## config.mk

```make
export PLATFORM = sky130hd
export DESIGN_NAME = serial_sched
export DESIGN_NICKNAME = d
export VERILOG_FILES = /design/src/rtl/serial_pkg.sv /design/src/rtl/rr_arbiter.sv /design/src/rtl/serial_sched.sv
export SDC_FILE = /design/constraint.sdc
export NUM_CORES = 1
export LEC_CHECK = 0
export CAP_MARGIN = 20
export CORE_AREA = 3 3 95 143
export DETAILED_ROUTE_END_ITERATION = 10
export DIE_AREA = 0 0 98 146
export PLACE_DENSITY_LB_ADDON = 0.08
export SYNTH_ARGS = -nofsm -noshare
export SYNTH_HDL_FRONTEND = slang
export SYNTH_SLANG_ARGS = --single-unit
export TNS_END_PERCENT = 50
```

## constraint.sdc

```tcl
create_clock -name clk -period 1.9 [get_ports clk]
set_input_delay 0.19 -clock clk [delete_from_list [all_inputs] [get_ports clk]]
set_output_delay 0.19 -clock clk [all_outputs]
set_load 0.03 [all_outputs]
```

## src/rtl/serial_pkg.sv

```systemverilog
// Shared definitions for the serial scheduler.
// Holds the scheduler FSM state encoding, the record size in bytes, and the
// nibble that marks a tagged record.
// No ports (package).

package serial_pkg;

  localparam int         REC_BYTES  = 6;
  localparam logic [3:0] TAG_NIBBLE = 4'hA;

  typedef enum logic [2:0] {
    S_IDLE,
    S_ARB,
    S_LOAD,
    S_FIRE,
    S_WAIT,
    S_DONE
  } state_t;

endpackage

```

## src/rtl/rr_arbiter.sv

```systemverilog
// Combinational round-robin arbiter.
// Picks the first asserted request at or after ptr, wrapping modulo NREQ.
// Ports:
//   req       in   NREQ  request levels
//   ptr       in   4     highest-priority index for this pick
//   grant     out  NREQ  one-hot grant (all zero when no request)
//   grant_id  out  4     binary index of the granted requester (0 when none)

module rr_arbiter import serial_pkg::*; #(
  parameter int NREQ = 4
) (
  input  logic [NREQ-1:0] req,
  input  logic [3:0]      ptr,
  output logic [NREQ-1:0] grant,
  output logic [3:0]      grant_id
);

  logic found;

  // Walk the priority order starting at ptr; the first hit wins.
  // The inner loop keeps every bit select constant after unrolling.
  always_comb begin
    grant    = '0;
    grant_id = '0;
    found    = 1'b0;
    for (int i = 0; i < NREQ; i++) begin
      for (int j = 0; j < NREQ; j++) begin
        if (!found && req[j] && (j == (int'(ptr) + i) % NREQ)) begin
          found    = 1'b1;
          grant[j] = 1'b1;
          grant_id = 4'(j);
        end
      end
    end
  end

endmodule

```

## src/rtl/serial_sched.sv

```systemverilog
// Round-robin scheduler sharing one serial transmitter between NREQ requesters.
// The winning requester's record is latched into a hold register, fed to the
// transmitter LSB byte first (one byte per ser_get cycle), then ser_send fires,
// the transmitter's shift time is waited out and the winner receives an ack pulse.
// Optional feature: define SERIAL_SCHED_TAG_EN to overwrite the top record byte
// with {4'hA, grant_id} so the receiver can identify the source.
// Ports:
//   clk        in   1              system clock
//   rst        in   1              synchronous reset, active-high
//   req        in   NREQ           request levels, held until ack
//   payload    in   NREQ*NBYTES*8  records; requester i at [48*i +: 48]
//   ack        out  NREQ           one-cycle completion pulse to the winner
//   grant_id   out  4              current/last granted requester
//   busy       out  1              high from ARB through DONE
//   ser_data   out  8              byte presented to the transmitter
//   ser_get    out  1              transmitter byte-load strobe
//   ser_send   out  1              transmitter start strobe

module serial_sched import serial_pkg::*; #(
  parameter int NREQ      = 4,
  parameter int NBYTES    = REC_BYTES,
  parameter int TX_CYCLES = 49
) (
  input  logic                   clk,
  input  logic                   rst,
  input  logic [NREQ-1:0]        req,
  input  logic [NREQ*NBYTES*8-1:0] payload,
  output logic [NREQ-1:0]        ack,
  output logic [3:0]             grant_id,
  output logic                   busy,
  output logic [7:0]             ser_data,
  output logic                   ser_get,
  output logic                   ser_send
);

  localparam int REC_BITS = NBYTES * 8;
  localparam int WW       = $clog2(TX_CYCLES);

  state_t              state_q, state_d;
  logic [3:0]          rr_ptr_q, rr_ptr_d;
  logic [3:0]          byte_cnt_q, byte_cnt_d;
  logic [WW-1:0]       wait_cnt_q, wait_cnt_d;
  logic [REC_BITS-1:0] hold_q, hold_d;
  logic [NREQ-1:0]     ack_q, ack_d;
  logic [3:0]          grant_id_q, grant_id_d;
  logic                busy_q, busy_d;
  logic [7:0]          ser_data_q, ser_data_d;
  logic                ser_get_q, ser_get_d;
  logic                ser_send_q, ser_send_d;

  logic [NREQ-1:0]     arb_grant;
  logic [3:0]          arb_id;
  logic [REC_BITS-1:0] arb_rec;

  rr_arbiter #(.NREQ(NREQ)) u_arb (
    .req      (req),
    .ptr      (rr_ptr_q),
    .grant    (arb_grant),
    .grant_id (arb_id)
  );

  // Record of the current arbitration winner, tagged when the feature is built in.
  always_comb begin
    arb_rec = '0;
    for (int j = 0; j < NREQ; j++) begin
      if (arb_grant[j]) arb_rec = payload[j*REC_BITS +: REC_BITS];
    end
`ifdef SERIAL_SCHED_TAG_EN
    arb_rec[REC_BITS-1 -: 8] = {TAG_NIBBLE, arb_id};
`endif
  end

  // Next-state and next-output logic. Outputs are registered, so each strobe
  // is set on the transition into the state where it must be visible.
  always_comb begin
    state_d    = state_q;
    rr_ptr_d   = rr_ptr_q;
    byte_cnt_d = byte_cnt_q;
    wait_cnt_d = wait_cnt_q;
    hold_d     = hold_q;
    ack_d      = '0;
    grant_id_d = grant_id_q;
    busy_d     = busy_q;
    ser_data_d = ser_data_q;
    ser_get_d  = 1'b0;
    ser_send_d = 1'b0;
    unique case (state_q)
      S_IDLE: begin
        if (|req) begin
          state_d = S_ARB;
          busy_d  = 1'b1;
        end
      end
      S_ARB: begin
        // A request withdrawn before arbitration leaves nothing to send.
        if (|arb_grant) begin
          state_d    = S_LOAD;
          hold_d     = arb_rec;
          grant_id_d = arb_id;
          byte_cnt_d = '0;
          ser_data_d = arb_rec[7:0];
          ser_get_d  = 1'b1;
        end else begin
          state_d = S_IDLE;
          busy_d  = 1'b0;
        end
      end
      S_LOAD: begin
        if (int'(byte_cnt_q) == NBYTES - 1) begin
          state_d    = S_FIRE;
          ser_send_d = 1'b1;
        end else begin
          byte_cnt_d = byte_cnt_q + 4'd1;
          ser_data_d = 8'(hold_q >> (8 * (int'(byte_cnt_q) + 1)));
          ser_get_d  = 1'b1;
        end
      end
      S_FIRE: begin
        state_d    = S_WAIT;
        wait_cnt_d = '0;
      end
      S_WAIT: begin
        if (int'(wait_cnt_q) == TX_CYCLES - 1) begin
          state_d = S_DONE;
          for (int j = 0; j < NREQ; j++) ack_d[j] = (grant_id_q == 4'(j));
        end else begin
          wait_cnt_d = wait_cnt_q + WW'(1);
        end
      end
      S_DONE: begin
        state_d  = S_IDLE;
        busy_d   = 1'b0;
        rr_ptr_d = (int'(grant_id_q) == NREQ - 1) ? 4'd0 : grant_id_q + 4'd1;
      end
      default: state_d = S_IDLE;
    endcase
  end

  // State and output registers with synchronous reset.
  always_ff @(posedge clk) begin
    if (rst) begin
      state_q    <= S_IDLE;
      rr_ptr_q   <= '0;
      byte_cnt_q <= '0;
      wait_cnt_q <= '0;
      hold_q     <= '0;
      ack_q      <= '0;
      grant_id_q <= '0;
      busy_q     <= 1'b0;
      ser_data_q <= '0;
      ser_get_q  <= 1'b0;
      ser_send_q <= 1'b0;
    end else begin
      state_q    <= state_d;
      rr_ptr_q   <= rr_ptr_d;
      byte_cnt_q <= byte_cnt_d;
      wait_cnt_q <= wait_cnt_d;
      hold_q     <= hold_d;
      ack_q      <= ack_d;
      grant_id_q <= grant_id_d;
      busy_q     <= busy_d;
      ser_data_q <= ser_data_d;
      ser_get_q  <= ser_get_d;
      ser_send_q <= ser_send_d;
    end
  end

  assign ack      = ack_q;
  assign grant_id = grant_id_q;
  assign busy     = busy_q;
  assign ser_data = ser_data_q;
  assign ser_get  = ser_get_q;
  assign ser_send = ser_send_q;

endmodule

```

# After elaboration in Yosys (flattened, before gate mapping)
# Index checks and enable logic that the tools add are counted.
op_classes:
  n_addsub: 7
  n_eq_ne: 30
  shift: 1
  muxes: 70
  bitwise_logic: 6
  reduce_logical: 67
op_table:
  columns: ["operator", "count"]
  rows:
  - ["$mux W48", 4]
  - ["$logic_not A32 Y1", 4]
  - ["$shr A48 B8 Y8", 1]
  - ["$mux W1", 36]
  - ["$mux W2", 16]
  - ["$logic_and A1 B1 Y1", 31]
  - ["$eq A3 B3 Y1 const A", 6]
  - ["$mux W8", 2]
  - ["$pmux W8 S2", 1]
  - ["$logic_not A1 Y1", 15]
  - ["$pmux W3 S5", 1]
  - ["$ne A2 B2 Y1 const B", 7]
  - ["$pmux W6 S2", 1]
  - ["$eq A2 B3 Y1 const A", 3]
  - ["$mux W3", 3]
  - ["$reduce_and A3 Y1", 3]
  - ["$mux W4", 2]
  - ["$pmux W4 S2", 1]
  - ["$reduce_or A2 Y1", 4]
  - ["$reduce_or A4 Y1", 2]
  - ["$add A6 B1 Y6 const B", 1]
  - ["$eq A2 B2 Y1 const B", 3]
  - ["$eq A3 B2 Y1 const B", 2]
  - ["$eq A3 B3 Y1 const B", 2]
  - ["other kinds (21)", 30]
word_totals:
  reg_bits: 80
  input_bits: 198
  output_inout_bits: 19
  word_cells: 192

# Logic depth before layout (Yosys ltp)
depth:
  ltp_word: 66
  mapped_depth: 9
  depth_no_buf: 7

# Hierarchy
# Synthesis repeated with hierarchy kept, for this count alone.
unflattened:
  cells_unflattened: 584
  area_unflattened_um2: 4813.4
by_module_without_submodules:
  columns: ["module", "n_inst", "cells_each", "area_per_inst_um2", "seq_area_each_um2"]
  rows:
  - ["serial_sched", 1, 557, 4645.7, 1521.5]
  - ["rr_arbiter", 1, 27, 167.7, 0.0]

# Least setup slack after synthesis
# Ideal clock, no wire load.
synth_timing:
  kind: "reg-to-reg"
  start: "register byte_cnt_q[1]"
  end: "register ser_data_q[3] (netlist: ser_data[3])"
  setup_ps: 134
  arrival_ps: 1772
  t_required_ps: 1766
  slack_ps: -7
  path_stages_with_launch: 10
  path_buffers: 2
  period_less_slack_ps: 1907
  cell_sequence: "dfxtp_1 -> clkbuf_1 -> inv_1 -> ha_1 -> and3b_1 -> nor2_2 -> nor2_1 -> buf_4 -> a221oi_1 -> o32ai_1"
synth_via:
  elab_chain_len: 4
  elab_cells_between_ends: 7
  cone_classes: "add/sub (1); eq/ne (2); shift (1); mux (2); reduce/logical (1)"
synth_rtl:
  columns: ["item", "line_no", "rtl"]
  rows:
  - ["start, declared", "serial_sched.sv:41", "logic [3:0] byte_cnt_q, byte_cnt_d;"]
  - ["start signal, assigned", "serial_sched.sv:156", "byte_cnt_q <= byte_cnt_d;"]
  - ["$add A4 B1 Y5", "serial_sched.sv:114", "ser_data_d = 8'(hold_q >> (8 * (int'(byte_cnt_q) + 1)));"]
  - ["$shr A48 B8 Y8", "serial_sched.sv:114", null]
  - ["$mux W8", "serial_sched.sv:109", "if (int'(byte_cnt_q) == NBYTES - 1) begin"]
  - ["$pmux W8 S2", "serial_sched.sv:87", "unique case (state_q)"]
  - ["end signal, assigned", "serial_sched.sv:162", "ser_data_q <= ser_data_d;"]
  - ["end, declared", "serial_sched.sv:47", "logic [7:0] ser_data_q, ser_data_d;"]
# Parallel ways exist; a longest one is shown, timed or not. The select of a mux whose other input is x is not followed.
# A chain may end at the register's enable or synchronous reset.

# Worst setup path after layout
layout_timing:
  start: "register rr_ptr_q[1]"
  end: "register hold_q[18]"
layout_via:
  elab_chain_len: 65
  elab_cells_between_ends: 107
  cone_classes: "add/sub (3); eq/ne (12); mux (34); bitwise (3); reduce/logical (55)"
layout_rtl:
  columns: ["item", "line_no", "rtl"]
  rows:
  - ["start, declared", "serial_sched.sv:40", "logic [3:0] rr_ptr_q, rr_ptr_d;"]
  - ["start signal, assigned", "serial_sched.sv:155", "rr_ptr_q <= rr_ptr_d;"]
  - ["$logic_not A32 Y1", "rr_arbiter.sv:28", "if (!found && req[j] && (j == (int'(ptr) + i) % NREQ)) begin"]
  - ["$logic_and A1 B1 Y1", "rr_arbiter.sv:28", null]
  - ["$mux W1", "rr_arbiter.sv:28", null]
  - ["$logic_not A1 Y1", "rr_arbiter.sv:28", null]
  - ["$logic_and A1 B1 Y1 (2 in series)", "rr_arbiter.sv:28", null]
  - ["$mux W1", "rr_arbiter.sv:28", null]
  - ["$logic_not A1 Y1", "rr_arbiter.sv:28", null]
  - ["$logic_and A1 B1 Y1 (2 in series)", "rr_arbiter.sv:28", null]
  - ["[45 not listed]", null, null]
  - ["$logic_not A1 Y1", "rr_arbiter.sv:28", null]
  - ["$logic_and A1 B1 Y1 (2 in series)", "rr_arbiter.sv:28", null]
  - ["$mux W1", "rr_arbiter.sv:28", null]
  - ["$logic_not A1 Y1", "rr_arbiter.sv:28", null]
  - ["$logic_and A1 B1 Y1 (2 in series)", "rr_arbiter.sv:28", null]
  - ["$mux W1", "rr_arbiter.sv:28", null]
  - ["$reduce_or A4 Y1", "serial_sched.sv:96", "if (|arb_grant) begin"]
  - ["$reduce_and A2 Y1 (no line)", null, null]
  - ["end signal, assigned", "serial_sched.sv:158", "hold_q <= hold_d;"]
  - ["end, declared", "serial_sched.sv:43", "logic [REC_BITS-1:0] hold_q, hold_d;"]
# Parallel ways exist; a longest one is shown, timed or not.

==> metrics.md <==
| Metric | Value |
|---|---|
| RSZ-0062 raised after global routing | yes |
| Critical Path Max Stage Delay | 0.41 ns |
| Starting density of the core | around two fifths |
| Async SR Flop Fraction | 0% |
| H-tree Lvls | 3 |
| CP Class | reg -> reg |
| Initial DRT Pass Iterations | 5 |
| Finished Core Util | about 66% |
| Cts hold-fix bufs | 0 |
| First-pass GRT wire length | 28.6 mm |
| Seq/Total Area, Yosys | between 20% and 30% |
| Layout cells sized above 1 | 21.7% |
| Top cell type's share of synthesized area | 29.8% |
| Worst-Skew Late Latency | about 0.34 ns |
| Final setup viols | 0 |
| Number of diodes | 0 |
| Placeable Area | 0.0124 mm2 |
| Critical path endpoint category | register |
| Crit path launch type | register |
| Total gr overflow | 0 |
| Final Hold Vio Count | 0 |
| Initial antenna violation count | 0 |
| EDFF count, synth | 0 |
| Avg Inst Size Synth | 9.47 um2 |
| Crit Path Max Fanout | 8 |
| HP Class | in -> reg |
| Mapped Cells | between 500 and 600 |
| Number of global-route vias before repair | between 5000 and 6000 |
| Die span in x | approximately 100 um |
| Min Tclk post-route | about 1.9 ns |
| Routed wire length | roughly 19 mm |
| Power Density | about 740 mW/mm2 |
| Slew of the pin with the lowest slew margin | 0.549 ns |
| Max_slew headroom | around 63% |
| Area delta synth->final | 69.1% |
| Row Count | 50 |
| Post-synth top flop | dfxtp_1 |
| Residual DRC | 0 |
| Delay-heaviest family, CP | compound AO/OA/AOI/OAI gates |
| Most instantiated library cell after synthesis | dfxtp_1 |
| Sum Neg Setup Slack | 0 ns |
| CP dominant cell by count | buf_12 |
| Largest cells by area after synthesis | dfxtp_1 (30%), o2bb2ai_1 (7.4%), o32ai_2 (6.4%) |
| LEAKAGE | between 2 and 3 nW |
| Top post-synthesis cells by count | dfxtp_1 (72), nor2_1 (66), nand2b_1 (46) |
| CTS tree | done |
| CP bufs+invs | 4 |
| Die Y | ~150 um |
| GPL Wtd Cong | about 0.88 |
| Number of vias per cell | slightly below 6 |
| IO buf count | between 200 and 250 |
| Clk sinks | 72 |
| Via count | roughly 5300 |
| Part of the cycle the worst path needs | a little over nine tenths |
| Yosys cell types | 51 |
| Yosys warnings | 0 |
| VDD IR max | roughly 0.56 mV |
| Root buf cell | clkbuf_16 |
| Slowest CP cell | dfxtp_2 |
| Clock Pin Slew Worst Setup and Hold Paths | 0.06 ns |
| Max Buffers Root-to-Sink | 2 |
| Fillers | slightly above 1000 |
| Area after DPL | 0.00758 mm2 |
| Crit-path cells | inv_1 > a21oi_2 > o32ai_4 > buf_12 > buf_12 > buf_4 > a221oi_2 > o32ai_1 |
| Leading area contributor after synthesis | dfxtp_1 |
| HPWL after DPL | between 10 and 15 mm |
| Critical path arrival | about 2.1 ns |
| CTS buffer count | 9 |
| Largest net degree at the start of global routing | 41 |
| Max Fclk | about 530 MHz |
| Mapped Area | 0.00484 mm2 |
| Worst endpoint required time | 2.12 ns |
| Die area | between 0.01 and 0.015 mm2 |
| # IOs | approximately 220 |
| Final Max Slew Viols | 0 |
| 1st-iter DRT viols | 264 |
| WL/cell | roughly 21 um |
| Fin nets | about 960 |
| Non-Filler Cell Area, Final | 0.00818 mm2 |
| Max cap viols | 0 |
| Outcome | finished, final reports clean |
| Yosys reg bits | ~70 |
| Post-route antenna net violation count | 0 |
| Overall Global Routing Usage | approximately a quarter |
| Clock Skew | 0.00650 ns |
==> worst register-to-register path: cells and delay by family (launching register included) <==
| kind | cells | cell delay, ns |
|---|---|---|
| AO/OA/AOI/OAI | 4 | 0.77 |
| flip-flops | 1 | 0.41 |
| buffers and inverters | 4 | 0.56 |
==> per-stage QoR <==
step,total power [W],cells,setup WS [ns],hold slack [ns]
after detailed placement,0.00385,889,-0.417,0.442
final,0.00602,911,0.0278,0.373
after global routing,0.00625,911,-0.0415,0.393
after floorplan,0.00286,512,0.121,0.358
after CTS,0.00596,905,0.0110,0.353
after global placement,0.00382,889,-0.373,0.436
==> report_power, final <==
group	leakage (nW)	total, W	internal [W]	switching (W)
Clock	0.182	0.00211	0.00145	0.000668
Sequential	0.588	0.00182	0.00168	0.000134
Combinational	2.14	0.00209	0.00113	0.000959
Total	2.91	0.00602	0.00426	0.00176
==> cells by family after synthesis <==
kind of cell,after synthesis,share of synthesized area (%)
fa+ha+maj,8,2.07
mux,8,3.72
flops,72,29.8
buf+inv,65,6.72
simple gates,160,17.9
other cells,1,0.0775
xor+xnor,8,1.45
compound gates,189,38.3
==> flip-flops by register name, summed over array words and instances (netlist names) <==
| signal | flops |
|---|---|
| busy | 1 |
| grant_id | 2 |
| byte_cnt_q | 4 |
| ser_get | 1 |
| hold_q | 40 |
| ser_data | 8 |
| rr_ptr_q | 2 |
| ser_send | 1 |
| state_q | 3 |
| wait_cnt_q | 6 |
| ack | 4 |
==> cell usage in the layout (no fill, tap or decap), types with 14 or more instances in the layout <==
cell type        synthesis  layout
clkdlybuf4s50_1          0     211
dfxtp_1                 72      70
nor2_1                  66      65
buf_4                    7      48
nand2b_1                46      45
o2bb2ai_1               41      40
o32ai_1                 30      30
a221oi_2                18      26
a221oi_1                30      19
o32ai_2                 19      18
buf_12                   0      17
a21oi_1                 15      14
==> path summary, 6_finish.rpt <==
check / start / to / slack [ns] / cells past startpoint
min: rst / wait_cnt_q[1] / 0.37 / 2
min reg2reg: state_q[0] / state_q[0] / 0.45 / 1
max reg2reg: rr_ptr_q[1] / hold_q[18] / 0.03 / 8
max: rr_ptr_q[1] / hold_q[18] / 0.03 / 8
==> metal layers <==
layer / wire (um) / share of wire [%] / GRT usage [%] / up-vias
met1: 6490 / 35 / 25.8 / 2540
met4: 781 / 4.2 / 12.5 / 0
met3: 971 / 5.2 / 4.36 / 53
met5: 0 / 0 / 0 / -
met2: 10600 / 56 / 47.3 / 225
li1: - / - / - / 2510
==> final cells by class <==
cell class | instances | area (um2) | area share, %
repair buffers | 282 | 2900 | 35.5
multi-input cells | 376 | 3240 | 39.6
well taps | 156 | 195 | 2.39
clock inverters | 6 | 130 | 1.59
flip-flops and latches | 72 | 1440 | 17.6
clock buffers | 10 | 239 | 2.92
inverters | 9 | 33.8 | 0.413
==> timing repair <==
action / 4_1_cts / 5_1_grt
gates cloned: 0 / 3
endpoints found under the hold margin: 0 / 0
pin swaps: 0 / 3
setup endpoints to repair: 11 / 31
gates resized for setup: 5 / 19
buffers inserted: 0 / 3
Note: power is estimated with default switching activity, not from simulation.
